--- src/rtl/caixa_dagua_pkg.sv ---
// Shared definitions for the water tank controllers (level FSM and pump sequencer):
// 3-bit state codes, the state enum and the default timing constants.
package caixa_dagua_pkg;

  localparam logic [2:0] ST_OCIOSO    = 3'd0;
  localparam logic [2:0] ST_ABRE_VALV = 3'd1;
  localparam logic [2:0] ST_BOMBEANDO = 3'd2;
  localparam logic [2:0] ST_REPOUSO   = 3'd3;
  localparam logic [2:0] ST_FALHA     = 3'd4;

  typedef enum logic [2:0] {
    S_OCIOSO    = ST_OCIOSO,
    S_ABRE_VALV = ST_ABRE_VALV,
    S_BOMBEANDO = ST_BOMBEANDO,
    S_REPOUSO   = ST_REPOUSO,
    S_FALHA     = ST_FALHA
  } estado_e;

  localparam int CNT_W_DEF     = 16;
  localparam int T_PARTIDA_DEF = 50;
  localparam int T_MIN_ON_DEF  = 1000;
  localparam int T_MIN_OFF_DEF = 2000;
  localparam int T_SECO_DEF    = 500;

endpackage

--- src/rtl/sequenciador_bomba_sincronizador_2ff.sv ---
// Two-flop synchroniser for one asynchronous level input; resets to 0.
module sincronizador_2ff (
  input  logic clk,
  input  logic reset_n,
  input  logic d_i,
  output logic q_o
);

  logic meta_q;
  logic sinc_q;

  // Capture the raw input, then re-time it once more before use
  always_ff @(posedge clk or negedge reset_n) begin
    if (!reset_n) begin
      meta_q <= 1'b0;
      sinc_q <= 1'b0;
    end else begin
      meta_q <= d_i;
      sinc_q <= meta_q;
    end
  end

  assign q_o = sinc_q;

endmodule

--- src/rtl/sequenciador_bomba.sv ---
// Pump / inlet valve sequencer for the lower-to-upper tank transfer.
// Valve opens before the pump, minimum on and off times are enforced, and a dry
// lower tank stops the pump.
// Optional feature macro: DRY_RUN_PROT_EN -- when defined, a dry lower tank is
// tolerated for T_SECO-1 consecutive cycles and the T_SECO-th trips a latched
// fault (S_FALHA) that needs rearme; when undefined, dry stops the pump at once.
//
// state       | meaning
// S_OCIOSO    | idle, everything off, waiting for a valid request
// S_ABRE_VALV | valve open, pump not yet started
// S_BOMBEANDO | pumping, valve open
// S_REPOUSO   | forced rest, requests ignored
// S_FALHA     | dry-run fault latched, waiting for rearme
module sequenciador_bomba
  import caixa_dagua_pkg::*;
#(
  parameter int CNT_W     = CNT_W_DEF,
  parameter int T_PARTIDA = T_PARTIDA_DEF,
  parameter int T_MIN_ON  = T_MIN_ON_DEF,
  parameter int T_MIN_OFF = T_MIN_OFF_DEF,
  parameter int T_SECO    = T_SECO_DEF
) (
  input  logic       clk,
  input  logic       reset_n,
  input  logic       pedido_bomba,
  input  logic       agua_inf_min,
  input  logic       agua_sup_cheia,
  input  logic       rearme,
  output logic       bomba,
  output logic       valvula,
  output logic       falha_seco,
  output logic [2:0] estado
);

  localparam logic [CNT_W-1:0] TC_PARTIDA = CNT_W'(T_PARTIDA - 1);
  localparam logic [CNT_W-1:0] TC_MIN_ON  = CNT_W'(T_MIN_ON - 1);
  localparam logic [CNT_W-1:0] TC_MIN_OFF = CNT_W'(T_MIN_OFF - 1);
  localparam logic [CNT_W-1:0] TIMER_MAX  = '1;

  logic pedido_s, inf_s, sup_s;

  estado_e          state_q, state_d;
  logic [CNT_W-1:0] timer_q, timer_d;
  logic             bomba_q, valvula_q;

  sincronizador_2ff u_sinc_pedido (.clk(clk), .reset_n(reset_n), .d_i(pedido_bomba),   .q_o(pedido_s));
  sincronizador_2ff u_sinc_inf    (.clk(clk), .reset_n(reset_n), .d_i(agua_inf_min),   .q_o(inf_s));
  sincronizador_2ff u_sinc_sup    (.clk(clk), .reset_n(reset_n), .d_i(agua_sup_cheia), .q_o(sup_s));

`ifdef DRY_RUN_PROT_EN
  localparam logic [CNT_W-1:0] TC_SECO = CNT_W'(T_SECO - 1);

  logic             rearme_s;
  logic [CNT_W-1:0] seco_q, seco_d;
  logic             falha_q;

  sincronizador_2ff u_sinc_rearme (.clk(clk), .reset_n(reset_n), .d_i(rearme), .q_o(rearme_s));
`else
  localparam int unused_t_seco = T_SECO;
  logic unused_rearme;
  assign unused_rearme = rearme;
`endif

  // Next-state rules, timer and dry-run counter updates
  always_comb begin
    state_d = state_q;
    case (state_q)
      S_OCIOSO: begin
        if (pedido_s && inf_s && !sup_s) state_d = S_ABRE_VALV;
      end
      S_ABRE_VALV: begin
        if (!pedido_s || !inf_s)      state_d = S_REPOUSO;
        else if (timer_q == TC_PARTIDA) state_d = S_BOMBEANDO;
      end
      S_BOMBEANDO: begin
        // Dry exit outranks the minimum on-time; a normal stop waits for it
`ifdef DRY_RUN_PROT_EN
        if (!inf_s && (seco_q == TC_SECO)) state_d = S_FALHA;
`else
        if (!inf_s) state_d = S_REPOUSO;
`endif
        else if ((!pedido_s || sup_s) && (timer_q >= TC_MIN_ON)) state_d = S_REPOUSO;
      end
      S_REPOUSO: begin
        if (timer_q == TC_MIN_OFF) state_d = S_OCIOSO;
      end
      S_FALHA: begin
`ifdef DRY_RUN_PROT_EN
        if (rearme_s) state_d = S_REPOUSO;
`else
        state_d = S_OCIOSO;
`endif
      end
      default: state_d = S_OCIOSO;
    endcase

    if (state_d != state_q)       timer_d = '0;
    else if (timer_q == TIMER_MAX) timer_d = timer_q;
    else                           timer_d = timer_q + CNT_W'(1);

`ifdef DRY_RUN_PROT_EN
    // Only consecutive dry cycles inside one pumping run count
    if ((state_q == S_BOMBEANDO) && (state_d == S_BOMBEANDO) && !inf_s)
      seco_d = seco_q + CNT_W'(1);
    else
      seco_d = '0;
`endif
  end

  // State register with outputs registered from the next state (Moore, change on entry)
  always_ff @(posedge clk or negedge reset_n) begin
    if (!reset_n) begin
      state_q   <= S_OCIOSO;
      timer_q   <= '0;
      bomba_q   <= 1'b0;
      valvula_q <= 1'b0;
`ifdef DRY_RUN_PROT_EN
      seco_q    <= '0;
      falha_q   <= 1'b0;
`endif
    end else begin
      state_q   <= state_d;
      timer_q   <= timer_d;
      bomba_q   <= (state_d == S_BOMBEANDO);
      valvula_q <= (state_d == S_ABRE_VALV) || (state_d == S_BOMBEANDO);
`ifdef DRY_RUN_PROT_EN
      seco_q    <= seco_d;
      falha_q   <= (state_d == S_FALHA);
`endif
    end
  end

  assign bomba   = bomba_q;
  assign valvula = valvula_q;
  assign estado  = state_q;
`ifdef DRY_RUN_PROT_EN
  assign falha_seco = falha_q;
`else
  assign falha_seco = 1'b0;
`endif

endmodule

--- config.mk ---
export PLATFORM = sky130hd
export DESIGN_NAME = sequenciador_bomba
export DESIGN_NICKNAME = d
export VERILOG_FILES = /design/src/rtl/caixa_dagua_pkg.sv /design/src/rtl/sequenciador_bomba_sincronizador_2ff.sv /design/src/rtl/sequenciador_bomba.sv
export SDC_FILE = /design/constraint.sdc
export NUM_CORES = 1
export LEC_CHECK = 0
export CORE_MARGIN = 3
export CORE_UTILIZATION = 45
export CTS_CLUSTER_SIZE = 25
export DETAILED_ROUTE_END_ITERATION = 16
export PLACE_DENSITY = 0.75
export REMOVE_ABC_BUFFERS = 1
export SLEW_MARGIN = 25
export SYNTH_ARGS = -nofsm -noshare
export SYNTH_HDL_FRONTEND = slang
export SYNTH_SLANG_ARGS = --single-unit
--- constraint.sdc ---
create_clock -name clk -period 2.3 [get_ports clk]
set_input_delay 0.46 -clock clk [delete_from_list [all_inputs] [get_ports clk]]
set_output_delay 0.46 -clock clk [all_outputs]
set_load 0.02 [all_outputs]
Word level (Yosys, flattened, before mapping):

Index checks and enable logic that the tools add are counted.

* flip-flop bits (word level): 27
* output and inout port bits: 6

* add/sub/neg operators: 1
* order comparisons: 1
* equality and inequality tests: 10
* multiplexer cells: 9
* reductions and logical operators: 10

Operators by type and width (number)
* 16-bit 2-to-1 mux: 2
* 3-bit 2-to-1 mux: 6
* 16-bit by 1-bit adder with 16-bit output, second input constant: 1
* 16-bit by 11-bit equality test with 1-bit output, second input constant: 1
* 16-bit equality test, second input constant: 1
* 16-bit by 6-bit equality test with 1-bit output, second input constant: 1
* 16-bit by 10-bit >= comparator with 1-bit output, second input constant: 1
* 3-bit case mux with 4 select lines: 1
* 3-bit by 2-bit equality test with 1-bit output, second input constant: 3
* 3-bit by 1-bit equality test with 1-bit output, second input constant: 2
* 1-bit logical AND: 3
* 1-bit logical NOT: 3
* 3-bit logical NOT: 1
* 1-bit logical OR: 3
* 3-bit inequality test: 1
* 2-bit inequality test, second input constant: 1

Longest topological paths before layout:

Gate-level depths: netlist (run 1).

* word-level depth: 8
* depth in mapped cells: 9
* depth with buffers taken out: 7

Hierarchy:

Synthesis (run 1) repeated with hierarchy kept, for this count alone.

* cells, all modules: 134
* area, all modules: 1386.3 um2

By module, submodules not included
* sequenciador_bomba: instances 1, cells each 128, area an instance 1236.2 um2, sequential area each 525.5 um2
* sincronizador_2ff: instances 3, cells each 2, area an instance 50.0 um2, sequential area each 50.0 um2

Least setup slack after synthesis (run 1):

No wires, ideal clock.

* kind: register to register
* from: register timer_q[0]
* to: register timer_q[6]
* data arrival time: 2027 ps
* path slack: 200 ps
* cell stages (with the launch flop): 9
* buffers on the path: 2
* path through: dfrtp_1 -> ha_1 -> a211oi_1 -> nor4_1 -> o31a_1 -> or4_1 -> buf_2 -> buf_6 -> nor2_1

* longest elaborated chain between the ends: 7

RTL lines
* start, declared: RTL line sequenciador_bomba.sv:43 `logic [CNT_W-1:0] timer_q, timer_d;`
* start signal, assigned: RTL line sequenciador_bomba.sv:123 `timer_q <= timer_d;`
* 16-bit by 10-bit >= comparator with 1-bit output: RTL line sequenciador_bomba.sv:82 `else if ((!pedido_s || sup_s) && (timer_q >= TC_MIN_ON)) state_d = S_REPOUSO;`
* 1-bit logical AND: RTL line sequenciador_bomba.sv:82
* 3-bit 2-to-1 mux: RTL line sequenciador_bomba.sv:82
* 3-bit 2-to-1 mux: RTL line sequenciador_bomba.sv:80 `if (!inf_s) state_d = S_REPOUSO;`
* 3-bit case mux with 4 select lines: RTL line sequenciador_bomba.sv:67 `case (state_q)`
* 3-bit inequality test: RTL line sequenciador_bomba.sv:97 `if (state_d != state_q) timer_d = '0;`
* 2-bit inequality test (no line) or 16-bit 2-to-1 mux (tied branches)

Parallel ways exist; a longest one is shown, timed or not. The select of a mux whose other input is x is not followed.
A chain may end at the register's enable or synchronous reset.

Worst setup path in the final report (run 1):

* from: register timer_q[0]
* to: register timer_q[1]

Same word-level chain as after synthesis.

==> results.sh, run 1 <==
export IMPL_rsz0062_at_grt="yes"
export IMPL_root_buffer="clkbuf_4"
export IMPL_p_leak_nw=0.606
export IMPL_placed_cells=179
export IMPL_rows=19
export IMPL_yosysWarningCount=0
export IMPL_overflow=0
export IMPL_tns_ns=0
export IMPL_wl_met3_um=149
export IMPL_vias=1102
export IMPL_crit_path_end_kind="flip-flop"
export IMPL_area_growth_pct=13.8
export IMPL_wl_met1_um=1160
export IMPL_dr_pass1_iters=4
export IMPL_gp_congestion=0.932
export IMPL_cts_buffers=3
export IMPL_crit_arrival_ns=2.47
export IMPL_detail_route_antenna_nets=0
export IMPL_clk_pin_slew_ns=0.15
export IMPL_holdWs_ns=0.366
export IMPL_fin_skew_ns=0.00754
export IMPL_ys_flop_type="dfrtp_1"
export IMPL_cp_buffers_inverters=1
export IMPL_worst_setup_path_start_kind="flip-flop"
export IMPL_ir_drop_mv=0.323
export IMPL_slowest_stage="or4_4"
export IMPL_cts_max_level=1
export IMPL_ys_ff_latch=27
export IMPL_drt_iter0_drc=35
export IMPL_layout_cells_non_filler=184
export IMPL_async_flop_share_pct=100
export IMPL_max_freq_ghz=0.453
export IMPL_p_per_area_nw_per_um2=540
export IMPL_synth_edff_count=0
export IMPL_grt_max_degree=28
export IMPL_die_x_um=61.7
export IMPL_wirelength_um=2760
export IMPL_synth_seq_area_share_pct=48.5
export IMPL_critPathMaxFanout=8
export IMPL_critPathKind="flip-flop to flip-flop"
export IMPL_worstPathCellList="ha_2 > a211oi_2 > nor4_1 > o31a_1 > or4_4 > buf_6 > a211oi_2"
export IMPL_top_layer_used="met4"
export IMPL_wl_met2_um=1370
export IMPL_die_area_um2=3800
export IMPL_clk_latency_ns=0.33
export IMPL_final_core_util_pct=55.6
export IMPL_placed_area_um2=1510
export IMPL_min_path_type="flip-flop to flip-flop"
export IMPL_start_util_pct=48.9
export IMPL_cp_required_ns=2.56
export IMPL_cts_tree="built"
export IMPL_fin_crit_sh_pct=96.0
export IMPL_maxCapViolations=0
export IMPL_nNetsFinal=162
export IMPL_min_period_ns=2.21
export IMPL_stdcell_area_um2=1590
export IMPL_synth_area_um2=1390
export IMPL_avgRoutedWirePerCell_um=15.0
export IMPL_cp_slowest_stage_delay_ns=0.51
export IMPL_dp_final_hpwl_um=1930
export IMPL_grt_pass1_wl_um=4530
export IMPL_vias_per_cell=5.99
export IMPL_cts_buffer_depth=2
export IMPL_final_max_slew_viol_count=0
export IMPL_drive_gt1_share_pct=14.4
export IMPL_slew_headroom_pct=62.0
export IMPL_diodes=0
export IMPL_port_buffers=9
export IMPL_synthDistinctLibCells=39
export IMPL_grt_pass1_vias=1046
export IMPL_cts_hold_buf=0
export IMPL_antenna_found_initial=0
export IMPL_synth_avg_cell_area_um2=9.82
export IMPL_num_io_pins=12
export IMPL_worst_r2r_path_depth=7
export IMPL_postSynthCellCount=142
export IMPL_path_common_cell="a211oi_2"
export IMPL_worstMarginPinSlew_ns=0.562
export IMPL_nFillCells=242
export IMPL_path_depth=7
export IMPL_cts_sinks=27
export IMPL_hold_depth=0
export IMPL_grt_usage_pct=16.4
export IMPL_status="finished clean"
export IMPL_hold_violations=0
export IMPL_drc=0
export IMPL_die_y_um=61.7
export IMPL_finalSetupViolCount=0
export IMPL_core_region_area_um2=2850
export IMPL_crit_family="compound AO/OA/AOI/OAI gates"
worst reg2reg max path: cells and delay by family (launching register included):
family / cells / cell delay (ns)
AOI/OAI and AO/OA: 3 / 0.75
and+or+nand+nor: 2 / 0.60
DFF: 1 / 0.42
adders and majority gates: 1 / 0.21
buffers and inverters: 1 / 0.16
area by class of cell:
| cell class | count | area [um^2] | area share (%) |
|---|---|---|---|
| Multi-Input combinational cell | 101 | 682 | 43.0 |
| Sequential cell | 27 | 676 | 42.6 |
| Timing Repair Buffer | 15 | 136 | 8.60 |
| Tap cell | 31 | 38.8 | 2.44 |
| Clock buffer | 3 | 22.5 | 1.42 |
| Inverter | 6 | 22.5 | 1.42 |
| Clock inverter | 1 | 8.76 | 0.552 |
layout by cell type (no fill, tap or decap), types with 3 or more instances in the layout:
master           count
a211oi_2             3
a31oi_1              3
buf_4                4
clkbuf_4             3
clkdlybuf4s50_1      9
dfrtp_1             27
inv_1                6
nand2_1              8
nand3_1              4
nand4_1              6
nor2_1              20
nor4_1               3
o21a_1               3
o21ai_0              5
xnor2_1              5
xor2_1               6
through the flow:
| stage | total power, mW | setup slack (ns) |
|---|---|---|
| after floorplan | 0.573 | 0.0714 |
| after global placement | 0.628 | 0.0751 |
| after detailed placement | 0.634 | -0.00365 |
| after CTS | 0.854 | 0.00831 |
| after global routing | 0.902 | -0.00238 |
| final | 0.857 | 0.0921 |
state kept, by name (all words and copies together), names as in the netlist:
| register | flops |
|---|---|
| u_sinc_sup.q_o | 1 |
| u_sinc_sup.meta_q | 1 |
| valvula | 1 |
| estado | 3 |
| bomba | 1 |
| u_sinc_inf.meta_q | 1 |
| u_sinc_inf.q_o | 1 |
| u_sinc_pedido.q_o | 1 |
| u_sinc_pedido.meta_q | 1 |
| timer_q | 16 |
Yosys cell counts, types with 3 or more instances:
| cell type | n | area share [%] |
|---|---|---|
| nand3_1 | 4 | 1.4 |
| a31oi_1 | 3 | 1.3 |
| a211oi_1 | 5 | 2.7 |
| xor2_1 | 6 | 3.8 |
| nand4_1 | 6 | 2.7 |
| o21a_1 | 3 | 1.6 |
| nor2_1 | 20 | 5.4 |
| nor3_1 | 3 | 1.1 |
| dfrtp_1 | 27 | 48 |
| xnor2_1 | 5 | 3.1 |
| nand2_1 | 8 | 2.2 |
| o21ai_0 | 5 | 1.8 |
| inv_1 | 6 | 1.6 |
| clkbuf_1 | 3 | 0.81 |
| nor4_1 | 3 | 1.3 |
repair_timing:
item,in CTS,in global routing
pin swaps,0,1
cloned,0,1
gates resized for setup,2,7
endpoints found under the setup margin,3,16
buffers inserted,0,0
routing by layer:
layer	vias up	GRT usage, %
met5	-	0
met1	535	20.5
met3	11	5.03
met2	35	26.5
li1	521	-
met4	0	6.67
worst paths after layout:
check / from / to / slack, ns
max: timer_q[0]$_DFFE_PN0P_ / timer_q[1]$_DFFE_PN0P_ / 0.09
min: u_sinc_pedido.meta_q$_DFF_PN0_ / u_sinc_pedido.q_o$_DFF_PN0_ / 0.37
max reg2reg: timer_q[0]$_DFFE_PN0P_ / timer_q[1]$_DFFE_PN0P_ / 0.09
min reg2reg: u_sinc_pedido.meta_q$_DFF_PN0_ / u_sinc_pedido.q_o$_DFF_PN0_ / 0.37
max in group asynchronous: reset_n / timer_q[12]$_DFFE_PN0P_ / 1.58
min in group asynchronous: reset_n / u_sinc_sup.q_o$_DFF_PN0_ / 0.48
cell families after synthesis:
| kind of cell | Yosys count | synth area share [%] |
|---|---|---|
| other | 1 | 0.269 |
| muxes | 2 | 1.44 |
| buffers and inverters | 15 | 5.65 |
| DFF | 27 | 48.5 |
| and+or+nand+nor | 58 | 22.2 |
| AOI/OAI and AO/OA | 26 | 13.3 |
| xor gates and xnor gates | 11 | 6.91 |
| adders and majority gates | 2 | 1.80 |
power by group:
group	total [mW]	leakage, nW	switching [mW]	internal, mW
Sequential	0.512	0.357	0.0171	0.495
Clock	0.217	0.0183	0.146	0.0710
Combinational	0.128	0.231	0.0670	0.0608
Total	0.857	0.606	0.230	0.627
No activity file was read; power rests on OpenSTA's default activity.
==> inputs of run 2 (changes only) <==
ABC_AREA = 1   (was unset)
PLACE_DENSITY = 0.77   (was 0.75)
clock period = 1.85 ns   (was 2.3 ns; I/O delays follow)
==> results.sh, run 2 <==
export IMPL_top_register="timer_q"
export IMPL_critPathKind="flip-flop to primary output"
export IMPL_crit_start="estado[2]$_DFF_PN0_"
export IMPL_hold_depth=0
export IMPL_synth_edff_count=0
export IMPL_layout_common_cells="35 x nand2_1, 26 x dfrtp_1, 23 x nor2_1"
export IMPL_grt_pass1_wl_um=4930
export IMPL_die_area_um2=4100
export IMPL_slowest_stage="clkdlybuf4s50_1"
export IMPL_synth_most_common_cell="nand2_1"
export IMPL_overflow=0
export IMPL_root_buffer="clkbuf_4"
export IMPL_worstReg2RegEnd="timer_q[7]$_DFFE_PN0P_"
export IMPL_rsz0062_at_grt="yes"
export IMPL_diodes=0
export IMPL_drc=0
export IMPL_crit_arrival_ns=1.40
export IMPL_min_from="u_sinc_pedido.meta_q$_DFF_PN0_"
export IMPL_grt_usage_pct=15.3
export IMPL_cts_max_level=1
export IMPL_min_period_ns=1.77
export IMPL_async_flop_share_pct=100
export IMPL_worst_r2r_path_depth=11
export IMPL_hold_end="u_sinc_pedido.q_o$_DFF_PN0_"
export IMPL_drt_iter0_drc=69
export IMPL_cts_sinks=27
export IMPL_finalSetupViolCount=0
export IMPL_synth_area_leaders="dfrtp_1 45%, nand2_1 8.9%, nor2_1 5.7%, nand3_1 5.6%, nor2_2 5.0%"
export IMPL_cp_buffers_inverters=1
export IMPL_yosys_top_cells_count="36 x nand2_1, 27 x dfrtp_1, 23 x nor2_1, 19 x inv_1, 17 x nand3_1"
export IMPL_final_max_slew_viol_count=0
export IMPL_yosysWarningCount=0
export IMPL_gp_congestion=0.866
export IMPL_ir_drop_mv=0.337
export IMPL_clk_latency_ns=0.34
export IMPL_dp_final_hpwl_um=2090
export IMPL_placed_area_um2=1670
export IMPL_synth_area_um2=1520
export IMPL_cts_hold_buf=0
export IMPL_synth_top_area_cell="dfrtp_1"
export IMPL_rrSetupSlack_ns=0.09
export IMPL_wirelength_um=2890
export IMPL_largest_register_ffs=16
export IMPL_ys_flop_type="dfrtp_1"
export IMPL_holdWs_ns=0.366
export IMPL_stdcell_area_um2=1760
export IMPL_total_power_mw=1.23
export IMPL_crit_family="buffers and inverters"
export IMPL_area_growth_pct=15.8
export IMPL_avgRoutedWirePerCell_um=11.7
export IMPL_p_leak_nw=0.799
export IMPL_grt_pass1_vias=1141
export IMPL_dr_pass1_iters=4
export IMPL_cp_required_ns=1.48
export IMPL_synth_top_area_share_pct=44.6
export IMPL_cts_buffer_depth=2
export IMPL_nFillCells=276
export IMPL_vias=1217
export IMPL_fin_crit_sh_pct=95.8
export IMPL_min_path_type="flip-flop to flip-flop"
export IMPL_status="finished clean"
export IMPL_cts_tree="built"
export IMPL_fin_skew_ns=0.0108
export IMPL_drive_gt1_share_pct=18.8
export IMPL_critPathMaxFanout=6
export IMPL_antenna_found_initial=0
export IMPL_grt_max_degree=28
export IMPL_final_common_cell="nand2_1"
export IMPL_max_freq_ghz=0.564
export IMPL_maxCapViolations=0
export IMPL_clk_pin_slew_ns=0.14
export IMPL_port_buffers=9
export IMPL_detail_route_antenna_nets=0
export IMPL_vias_per_cell=4.95
export IMPL_cp_slowest_stage_delay_ns=0.62
export IMPL_worst_setup_path_start_kind="flip-flop"
export IMPL_synth_seq_area_share_pct=44.6
export IMPL_num_io_pins=12
export IMPL_rr_startpoint="timer_q[1]$_DFFE_PN0P_"
export IMPL_cts_buffers=3
export IMPL_synthDistinctLibCells=30
export IMPL_hold_violations=0
export IMPL_rows=20
export IMPL_die_y_um=64.1
export IMPL_die_x_um=64.1
export IMPL_nNetsFinal=211
export IMPL_synth_avg_cell_area_um2=8.20
export IMPL_ys_ff_latch=27
export IMPL_postSynthCellCount=185
export IMPL_crit_path_end_kind="primary output"
export IMPL_core_region_area_um2=3130
export IMPL_start_util_pct=48.5
export IMPL_p_per_area_nw_per_um2=700
export IMPL_worstPathCellList="clkdlybuf4s50_1"
-- run 2: cell count changes after synthesis, sizes merged, moves of 3 or more --
cell    before  now
clkbuf       4    0
inv          6   21
nor2        20   36
a211oi       5    0
buf          5    2
nand2        8   41
xnor2        5    1
nand3        4   18
nor3         4    8
-- run 2: how the worst max path moves through the flow --
stage	to	slack (ns)	cells past startpoint
floorplan	timer_q[13]$_DFFE_PN0P_	0.18	9
global placement	timer_q[7]$_DFFE_PN0P_	0.07	10
detailed placement	timer_q[7]$_DFFE_PN0P_	0.002	10
CTS	estado[2]	0.02	1
global route	timer_q[7]$_DFFE_PN0P_	-0.03	11
finish	estado[2]	0.08	1
-- run 2: per-layer routing --
| layer | track usage, % | part of all wire [%] | vias up | wire length [um] |
|---|---|---|---|---|
| met4 | 7.01 | 1.5 | 0 | 43 |
| li1 | - | - | 625 | - |
| met2 | 24.3 | 48 | 29 | 1380 |
| met1 | 20.4 | 47 | 558 | 1350 |
| met3 | 2.28 | 3.9 | 5 | 113 |
| met5 | 0 | 0 | - | 0 |
-- run 2: kinds of logic after synthesis --
family	Yosys count	synth area share [%]
compound gates	9	3.38
xor+xnor	9	5.20
fa+ha+maj	2	1.65
buf+inv	24	6.68
flops	27	44.6
mux	1	0.660
other cells	1	0.247
simple gates	112	37.6
-- run 2: report_power, final --
group	switching (mW)	total [mW]	internal [mW]
clock	0.184	0.267	0.0829
combinational	0.177	0.299	0.122
sequential	0.0333	0.663	0.629
-- run 2: area by class of cell --
class / count / area (um^2) / area share, %
repair buffers: 13 / 120 / 6.84
well taps: 44 / 55.1 / 3.13
clock buffers: 3 / 22.5 / 1.28
multi-input cells: 136 / 792 / 45.1
inverters: 22 / 82.6 / 4.70
clock inverters: 1 / 7.51 / 0.427
flip-flops and latches: 27 / 677 / 38.5
-- run 2: what timing repair did --
item                       CTS  global route
resized for setup            1             8
setup endpoints to repair    3            17
hold endpoints to repair     0             0
cloned                       0             1
pin swaps                    0             1
buffers inserted             0             1
-- run 2: through the flow --
stage               instances  worst slack, ns  util [%]  TNS (ns)
global route              246          -0.0305      56.2    -0.129
finish                    246           0.0781      56.2         0
global placement          240           0.0699      53.4         0
detailed placement        240          0.00240      53.4         0
floorplan                 184            0.179         -         0
CTS                       244           0.0163      54.4         0
